$ cat src/rtl/game_pkg.sv
// Shared game definitions: phase codes used by the scheduler and the
// menu/player/enemy modules, winner codes, scheduler FSM states and the
// solid colours shown on the RESULT screen.
package game_pkg;

  typedef enum logic [3:0] {
    PH_MENU   = 4'b0000,
    PH_PLAYER = 4'b0001,
    PH_RESULT = 4'b0010,
    PH_ENEMY  = 4'b1000
  } phase_e;

  typedef enum logic [1:0] {
    WIN_NONE   = 2'b00,
    WIN_PLAYER = 2'b01,
    WIN_ENEMY  = 2'b10,
    WIN_DRAW   = 2'b11
  } winner_e;

  typedef enum logic {
    ST_RUN        = 1'b0,
    ST_WAIT_FRAME = 1'b1
  } sched_state_e;

  localparam logic [11:0] COLOR_PLAYER_WIN = 12'h0F0;
  localparam logic [11:0] COLOR_ENEMY_WIN  = 12'hF00;
  localparam logic [11:0] COLOR_DRAW       = 12'h888;
  localparam logic [11:0] COLOR_BLANK      = 12'h000;

endpackage

$ cat src/rtl/frame_watchdog.sv
// Frame-tick detector plus saturating frame counter for the turn watchdog.
// Ports:
//   clk, rst        clock, synchronous active-high reset
//   hcount_in       horizontal pixel count
//   vcount_in       vertical line count
//   enable_in       count frame ticks while high
//   clear_in        zero the counter (wins over counting)
//   frame_tick_out  first pixel of the first blanking line
//   expired_out     counter has reached WATCHDOG_FRAMES
module frame_watchdog #(
  parameter int V_ACTIVE        = 720,
  parameter int WATCHDOG_FRAMES = 1800
) (
  input  logic        clk,
  input  logic        rst,
  input  logic [10:0] hcount_in,
  input  logic [9:0]  vcount_in,
  input  logic        enable_in,
  input  logic        clear_in,
  output logic        frame_tick_out,
  output logic        expired_out
);

  localparam int CNT_W = $clog2(WATCHDOG_FRAMES + 1);
  localparam logic [CNT_W-1:0] CNT_MAX = CNT_W'(WATCHDOG_FRAMES);

  logic [CNT_W-1:0] count_q, count_d;

  assign frame_tick_out = (hcount_in == 11'd0) && (vcount_in == 10'(V_ACTIVE));

  // Holds at CNT_MAX so a long-stalled turn keeps reporting expiry.
  always_comb begin
    count_d = count_q;
    if (clear_in) begin
      count_d = '0;
    end else if (enable_in && frame_tick_out && (count_q != CNT_MAX)) begin
      count_d = count_q + CNT_W'(1);
    end
  end

  always_ff @(posedge clk) begin
    if (rst) begin
      count_q <= '0;
    end else begin
      count_q <= count_d;
    end
  end

  assign expired_out = (count_q == CNT_MAX);

endmodule

$ cat src/rtl/turn_scheduler.sv
// Top-level game sequencer: MENU -> PLAYER <-> ENEMY -> RESULT -> MENU.
// Phase changes are latched as pending and only committed on a frame tick
// so the display never switches source mid-frame.
// Ports:
//   clk, rst                 clock, synchronous active-high reset
//   hcount_in, vcount_in     raster position (frame tick detection)
//   start_btn_in             debounced button level, rising edge used
//   *_finished_in            one-cycle done pulses from the phase modules
//   player/enemy_hp_zero_in  defeat levels sampled on a finished pulse
//   *_pixel_in               RGB444 streams from the phase modules
//   phase_out                committed phase code
//   phase_start_out          one-cycle pulse on each commit
//   round_out                completed PLAYER+ENEMY rounds
//   winner_out               00 none, 01 player, 10 enemy, 11 draw
//   pixel_out                registered RGB to the display
module turn_scheduler
  import game_pkg::*;
#(
  parameter int V_ACTIVE        = 720,
  parameter int WATCHDOG_FRAMES = 1800,
  parameter int MAX_ROUNDS      = 8
) (
  input  logic        clk,
  input  logic        rst,
  input  logic [10:0] hcount_in,
  input  logic [9:0]  vcount_in,
  input  logic        start_btn_in,
  input  logic        menu_finished_in,
  input  logic        player_finished_in,
  input  logic        enemy_finished_in,
  input  logic        player_hp_zero_in,
  input  logic        enemy_hp_zero_in,
  input  logic [11:0] menu_pixel_in,
  input  logic [11:0] player_pixel_in,
  input  logic [11:0] enemy_pixel_in,
  output logic [3:0]  phase_out,
  output logic        phase_start_out,
  output logic [3:0]  round_out,
  output logic [1:0]  winner_out,
  output logic [11:0] pixel_out
);

  localparam logic [3:0] LAST_ROUND = 4'(MAX_ROUNDS - 1);

  sched_state_e state_q, state_d;
  phase_e       phase_q, phase_d;
  phase_e       pending_q, pending_d;
  winner_e      winner_q, winner_d;
  logic [3:0]   round_q, round_d;
  logic         start_q, start_d;
  logic         btn_q, btn_d;
  logic [11:0]  pixel_q, pixel_d;

  logic frame_tick;
  logic wd_expired;
  logic in_turn;
  logic commit;
  logic phase_done;
  logic btn_rise;

  assign in_turn  = (state_q == ST_RUN) && ((phase_q == PH_PLAYER) || (phase_q == PH_ENEMY));
  assign commit   = (state_q == ST_WAIT_FRAME) && frame_tick;
  assign btn_rise = start_btn_in && !btn_q;

  frame_watchdog #(
    .V_ACTIVE        (V_ACTIVE),
    .WATCHDOG_FRAMES (WATCHDOG_FRAMES)
  ) u_watchdog (
    .clk            (clk),
    .rst            (rst),
    .hcount_in      (hcount_in),
    .vcount_in      (vcount_in),
    .enable_in      (in_turn),
    .clear_in       (commit),
    .frame_tick_out (frame_tick),
    .expired_out    (wd_expired)
  );

  // Expiry is OR-ed with the real pulse, so a coincident pulse is one event.
  always_comb begin
    phase_done = 1'b0;
    case (phase_q)
      PH_MENU:   phase_done = menu_finished_in;
      PH_PLAYER: phase_done = player_finished_in || wd_expired;
      PH_ENEMY:  phase_done = enemy_finished_in || wd_expired;
      default:   phase_done = 1'b0;
    endcase
  end

  always_comb begin
    state_d   = state_q;
    phase_d   = phase_q;
    pending_d = pending_q;
    winner_d  = winner_q;
    round_d   = round_q;
    start_d   = 1'b0;
    btn_d     = start_btn_in;
    if (state_q == ST_WAIT_FRAME) begin
      if (frame_tick) begin
        phase_d = pending_q;
        start_d = 1'b1;
        state_d = ST_RUN;
        if ((phase_q == PH_ENEMY) && (pending_q == PH_PLAYER)) begin
          round_d = round_q + 4'd1;
        end
      end
    end else begin
      case (phase_q)
        PH_MENU: begin
          if (phase_done) begin
            pending_d = PH_PLAYER;
            round_d   = 4'd0;
            winner_d  = WIN_NONE;
            state_d   = ST_WAIT_FRAME;
          end
        end
        PH_PLAYER: begin
          if (phase_done) begin
            state_d = ST_WAIT_FRAME;
            if (player_hp_zero_in && enemy_hp_zero_in) begin
              pending_d = PH_RESULT;
              winner_d  = WIN_DRAW;
            end else if (enemy_hp_zero_in) begin
              pending_d = PH_RESULT;
              winner_d  = WIN_PLAYER;
            end else begin
              pending_d = PH_ENEMY;
            end
          end
        end
        PH_ENEMY: begin
          if (phase_done) begin
            state_d = ST_WAIT_FRAME;
            if (player_hp_zero_in && enemy_hp_zero_in) begin
              pending_d = PH_RESULT;
              winner_d  = WIN_DRAW;
            end else if (player_hp_zero_in) begin
              pending_d = PH_RESULT;
              winner_d  = WIN_ENEMY;
            end else if (round_q == LAST_ROUND) begin
              pending_d = PH_RESULT;
              winner_d  = WIN_DRAW;
            end else begin
              pending_d = PH_PLAYER;
            end
          end
        end
        PH_RESULT: begin
          if (btn_rise) begin
            pending_d = PH_MENU;
            state_d   = ST_WAIT_FRAME;
          end
        end
        default: begin
          state_d = state_q;
        end
      endcase
    end
  end

  // Pixel source follows the committed phase, never the pending one.
  always_comb begin
    pixel_d = COLOR_BLANK;
    case (phase_q)
      PH_MENU:   pixel_d = menu_pixel_in;
      PH_PLAYER: pixel_d = player_pixel_in;
      PH_ENEMY:  pixel_d = enemy_pixel_in;
      PH_RESULT: begin
        case (winner_q)
          WIN_PLAYER: pixel_d = COLOR_PLAYER_WIN;
          WIN_ENEMY:  pixel_d = COLOR_ENEMY_WIN;
          WIN_DRAW:   pixel_d = COLOR_DRAW;
          default:    pixel_d = COLOR_BLANK;
        endcase
      end
      default:   pixel_d = COLOR_BLANK;
    endcase
  end

  // Reset parks in WAIT_FRAME with MENU pending so the first tick starts MENU.
  always_ff @(posedge clk) begin
    if (rst) begin
      state_q   <= ST_WAIT_FRAME;
      phase_q   <= PH_MENU;
      pending_q <= PH_MENU;
      winner_q  <= WIN_NONE;
      round_q   <= 4'd0;
      start_q   <= 1'b0;
      btn_q     <= 1'b0;
      pixel_q   <= 12'h000;
    end else begin
      state_q   <= state_d;
      phase_q   <= phase_d;
      pending_q <= pending_d;
      winner_q  <= winner_d;
      round_q   <= round_d;
      start_q   <= start_d;
      btn_q     <= btn_d;
      pixel_q   <= pixel_d;
    end
  end

  assign phase_out       = phase_q;
  assign phase_start_out = start_q;
  assign round_out       = round_q;
  assign winner_out      = winner_q;
  assign pixel_out       = pixel_q;

endmodule
$ cat config.mk
export PLATFORM = sky130hd
export DESIGN_NAME = turn_scheduler
export DESIGN_NICKNAME = d
export VERILOG_FILES = /design/src/rtl/game_pkg.sv /design/src/rtl/frame_watchdog.sv /design/src/rtl/turn_scheduler.sv
export SDC_FILE = /design/constraint.sdc
export NUM_CORES = 1
export LEC_CHECK = 0
export BUFFER_PORTS_ARGS = -buffer_cell sky130_fd_sc_hd__buf_2
export CORE_ASPECT_RATIO = 1.2
export CORE_MARGIN = 1
export CORE_UTILIZATION = 35
export DETAILED_ROUTE_END_ITERATION = 10
export PLACE_DENSITY = 0.57
export SYNTH_ARGS = -nofsm -noshare
export SYNTH_HDL_FRONTEND = slang
export SYNTH_SLANG_ARGS = --single-unit
export TNS_END_PERCENT = 5
$ cat constraint.sdc
create_clock -name clk -period 5.9 [get_ports clk]
set_input_delay 0.59 -clock clk [delete_from_list [all_inputs] [get_ports clk]]
set_output_delay 0.59 -clock clk [all_outputs]
set_load 0.005 [all_outputs]
==> results <==
- The run finished with clean final reports.
- The worst setup margin is 2.901 ns.
- The buffers inserted during post-CTS setup optimization is 0.
- The worst path required time is 6.13 ns.
- The share of post-route cells with drive strength above 1 is 31.18%.
- The worst-margin pin slew is 0.9980 ns.
- The number of hold-repair buffers added at the cts stage is 0.
- The average footprint of a synthesized cell is 8.388 µm².
- STA classifies the critical path startpoint as a flip-flop.
- The via count of the first global-routing pass is 2,055.
- The number of warning messages in the yosys log is 0.
- The min-delay analysis places its worst path in the category reg2reg.
- Among cell families on the critical path, the largest total delay comes from simple AND/OR/NAND/NOR gates.
- The data arrival time of the worst path is 3.23 ns.
- The final max-slew violation count came to 0.
- The internal power of the cells totals 0.0004132 W.
- The cell count after synthesis is 260.
- The clock network burns 41.3% of the power.
- The total global routing overflow is 0.
- The total power is 0.0005341 W.
- sky130_fd_sc_hd__dfxtp_1 takes more of the synthesized area than any other cell.
- The first routing iteration left 93 violations.
- The total leakage power is 1.088 nW.
- In the post-synthesis netlist, the biggest area contributors are sky130_fd_sc_hd__dfxtp_1, sky130_fd_sc_hd__mux2i_1, sky130_fd_sc_hd__a21oi_1, sky130_fd_sc_hd__nor2_1, sky130_fd_sc_hd__o21ai_0.
- The biggest cell delay along the critical path is 0.89 ns.
- The clock tree synthesis step divided the H-tree into 2 levels.
- The setup path with the least slack is of type reg2reg.
- The post-detailed-route wirelength per cell is 12.88 µm.
- The total CTS buffers is 5.
- The headroom to the max-slew limit is 33.38%.
- The post-synthesis async set-or-reset flop share is 0%.
- Among all stages on the critical path, the largest delay is contributed by sky130_fd_sc_hd__dfxtp_1.
- In the final timing run, aggregate negative setup slack is 0 ns.
- The die covers 6552 µm².
- The startpoint of the most critical hold path is u_watchdog.count_q[10]$_SDFFE_PP0P_.
- The most common flop cell mapped by yosys is sky130_fd_sc_hd__dfxtp_1.
- The starting density of the core is 36.27%.
- The highest clock frequency the design can meet is 0.3335 GHz.
- The final-layout fill cell count is 607.
- The hold slack is 0.4813 ns.
- The final clock skew is 0.006890 ns.
- Walking the worst path, the cells encountered are nor3b_4 -> o21ai_1 -> or4_1 -> or4_1 -> a21oi_1.
- The dominant cell type by count on the critical path is sky130_fd_sc_hd__or4_1.
- The worst reg2reg path startpoint is phase_out[3]$_SDFFE_PP0P_.
- Of the total power, the share spent switching nets is 22.64%.
- The net count reported at finish is 407.
- The number of antenna violations at the first check in global routing is 0.
- Summing all multi-input logic gate instances after layout gives 1316 µm².
- The worst voltage drop across the vdd grid is 0.09591 mV.
- The largest net degree at the start of global routing is 27.
- The congestion estimate from routability-driven global placement came to 0.8405.
- The horizontal die dimension is 74.06 µm.
- The part of the cycle the worst path needs is 50.83%.
- Using the TritonRoute via totals, the vias-per-cell ratio works out to 5.171.
- The clock latency on the worst-skew pair is 0.29 ns.
- The detail route stage leaves a number of antenna-violating nets equal to 0.
- The tree is rooted in a sky130_fd_sc_hd__clkbuf_8.
- Setup repair after global routing left no endpoint under its margin.
- Compared with the post-synthesis result, the final layout area differs by 26.39%.
- Buffers placed on the I/O ports in this run total 86.
- The hold violation total from the final report is 0.
- Summed over all nets, the half-perimeter wirelength after detailed placement is 4169 µm.
- The total clock sinks is 38.
- Before CTS, the worst setup slack after placement is 2.916 ns.
- The wire length of the first global-routing pass is 9315 µm.
- The core area is 6012 µm².
- The height of the chip is 88.47 µm.
- The number of antenna diodes in the final layout is 0.
- STA classifies the critical path endpoint as a flip-flop.
- For this design the ratio of total power to cell area is 193.8 nW/µm².
- Synthesis instantiated 51 different standard cells from the library.
- The count of vias placed by the detailed router is 2,182.
- Counting flops with a built-in enable in the synthesized netlist gives 0.
- The tool flagged a number of max-cap violations equal to 0.
- In the routed design, unresolved DRC markers number 0.
- Setup violations remaining at the end of the flow were counted as 0.
- Summed over all nets, the switching power comes to 0.0001209 W.
- Together, buffers and inverters on the worst path number 0.
- Clock-pin slew was measured on the worst setup and hold paths at 0.08 ns.
- The overall routing resource usage is 18.26%.
- The area of all sequential standard cells is 760.7 µm².
- The synthesized net count is 328.
- The routed design has 5437 µm of wire.
- The number of synthesized register bits is 38.
- The relative contribution of sequential cells to total power is 49.1%.
- The critical-path maximum fanout is 21.
- Combinational logic burns 9.7% of the power.
- In this run, post-CTS repair resized a total of 0 instances.
- TritonCTS built the clock tree.
- The I/O pin total is 88.
- The portion of synthesized cell area occupied by the leading cell type is 34.88%.
- The row count is 31.
- The buffer levels on the longest clock path is 2.
- After synthesis the cells add up to 2181 µm².
- In this run the worst setup path begins at phase_out[3]$_SDFFE_PP0P_.
- The sequential-to-total area share from yosys stat is 34.88%.
- The worst path in the final design needs a cycle of 2.999 ns, including I/O delays and setup.
- The first detailed-routing pass ran for 4 iterations.
routing by layer:
metal	track usage [%]	routed length (µm)
met5	0	0
met4	4.895	82
met3	4.214	204
met2	32.31	2812
met1	21.92	2338
cells in the mapped netlist (2+ instances only):
master,number
sky130_fd_sc_hd__a21oi_1,25
sky130_fd_sc_hd__nor4_2,2
sky130_fd_sc_hd__inv_1,10
sky130_fd_sc_hd__nand2_1,13
sky130_fd_sc_hd__nor2b_1,4
sky130_fd_sc_hd__or4_1,8
sky130_fd_sc_hd__mux2_2,2
sky130_fd_sc_hd__and2_1,10
sky130_fd_sc_hd__buf_2,2
sky130_fd_sc_hd__nor4b_1,2
sky130_fd_sc_hd__o21bai_1,2
sky130_fd_sc_hd__buf_4,3
sky130_fd_sc_hd__ha_1,3
sky130_fd_sc_hd__mux2i_1,15
sky130_fd_sc_hd__nor2_1,24
sky130_fd_sc_hd__xnor2_1,3
sky130_fd_sc_hd__o21ai_0,15
sky130_fd_sc_hd__dfxtp_1,38
sky130_fd_sc_hd__nand4b_1,6
sky130_fd_sc_hd__nor4_1,9
sky130_fd_sc_hd__nand4_1,5
sky130_fd_sc_hd__o31ai_1,9
sky130_fd_sc_hd__or3_1,3
sky130_fd_sc_hd__nor3_1,7
sky130_fd_sc_hd__nand3_1,7
sky130_fd_sc_hd__clkbuf_1,8
power by group through the flow:
stage / Sequential, W / Combinational (W) / Clock [W]
after floorplan: 0.000269 / 0.0000193 / 0
after CTS: 0.000262 / 0.0000521 / 0.000224
final: 0.000262 / 0.0000516 / 0.000220
after global routing: 0.000263 / 0.0000583 / 0.000235
after detailed placement: 0.000268 / 0.0000521 / 0
after global placement: 0.000268 / 0.0000516 / 0
placed cells by master, fill, tap and decap left out, types with 2 or more instances in the layout:
cell type / n
sky130_fd_sc_hd__dfxtp_1: 38
sky130_fd_sc_hd__clkbuf_8: 5
sky130_fd_sc_hd__nor4_2: 2
sky130_fd_sc_hd__nor4_1: 9
sky130_fd_sc_hd__and2_1: 10
sky130_fd_sc_hd__nand2_1: 13
sky130_fd_sc_hd__o21ai_0: 15
sky130_fd_sc_hd__mux2_2: 2
sky130_fd_sc_hd__nor4b_1: 2
sky130_fd_sc_hd__o21bai_1: 2
sky130_fd_sc_hd__o31ai_1: 9
sky130_fd_sc_hd__nor2_1: 24
sky130_fd_sc_hd__mux2i_1: 15
sky130_fd_sc_hd__nand4_1: 5
sky130_fd_sc_hd__or4_1: 8
sky130_fd_sc_hd__xnor2_1: 3
sky130_fd_sc_hd__clkinv_2: 2
sky130_fd_sc_hd__nand4b_1: 6
sky130_fd_sc_hd__nor3_1: 7
sky130_fd_sc_hd__a21oi_1: 25
sky130_fd_sc_hd__ha_1: 3
sky130_fd_sc_hd__nand3_1: 7
sky130_fd_sc_hd__nor2b_1: 4
sky130_fd_sc_hd__buf_2: 86
sky130_fd_sc_hd__or3_1: 3
sky130_fd_sc_hd__inv_1: 10
cells by family after synthesis:
family	share of synthesized area, %
xor+xnor	1.205
compound gates	16.64
simple gates	32.24
flops	34.88
fa+ha+maj	2.180
mux	7.917
other cells	0.1720
buf+inv	4.762
final timing paths:
| kind | to | slack (ns) | cells past startpoint |
|---|---|---|---|
| worst min register to register | u_watchdog.count_q[10]$_SDFFE_PP0P_ | 0.48 | 2 |
| worst min-delay path | u_watchdog.count_q[10]$_SDFFE_PP0P_ | 0.48 | 2 |
| worst max register to register | u_watchdog.count_q[7]$_SDFFE_PP0P_ | 2.90 | 5 |
| worst max-delay path | u_watchdog.count_q[7]$_SDFFE_PP0P_ | 2.90 | 5 |
sequential cells by signal, summed over array words and instances, names as in the netlist:
register,flops
phase_start_out,1
pixel_out,12
btn_q,1
state_q,1
round_out,4
pending_q,3
u_watchdog.count_q,11
winner_out,2
phase_out,3
through the flow:
step / instance area, µm² / utilization, % / std cells
after floorplan: 2181 / - / 260
after global placement: 2648 / 44.04 / 414
after detailed placement: 2648 / 44.04 / 414
after CTS: 2756 / 45.85 / 422
after global routing: 2756 / 45.85 / 422
final: 2756 / 45.85 / 422
worst register-to-register path, cell delays in order, from the launching register on:
cell and delay (ns):
sky130_fd_sc_hd__dfxtp_1 0.89, sky130_fd_sc_hd__nor3b_4 0.49, sky130_fd_sc_hd__o21ai_1 0.16, sky130_fd_sc_hd__or4_1 0.69
sky130_fd_sc_hd__or4_1 0.56, sky130_fd_sc_hd__a21oi_1 0.15
area by class of cell:
type | instances | area share [%]
timing repair buffer | 86 | 15.62
sequential | 38 | 27.60
multi-input combinational | 198 | 47.75
tap | 82 | 3.722
clock inverter | 3 | 1.453
clock buffer | 5 | 2.497
inverter | 10 | 1.362
Note: power is estimated with default switching activity, not from simulation.
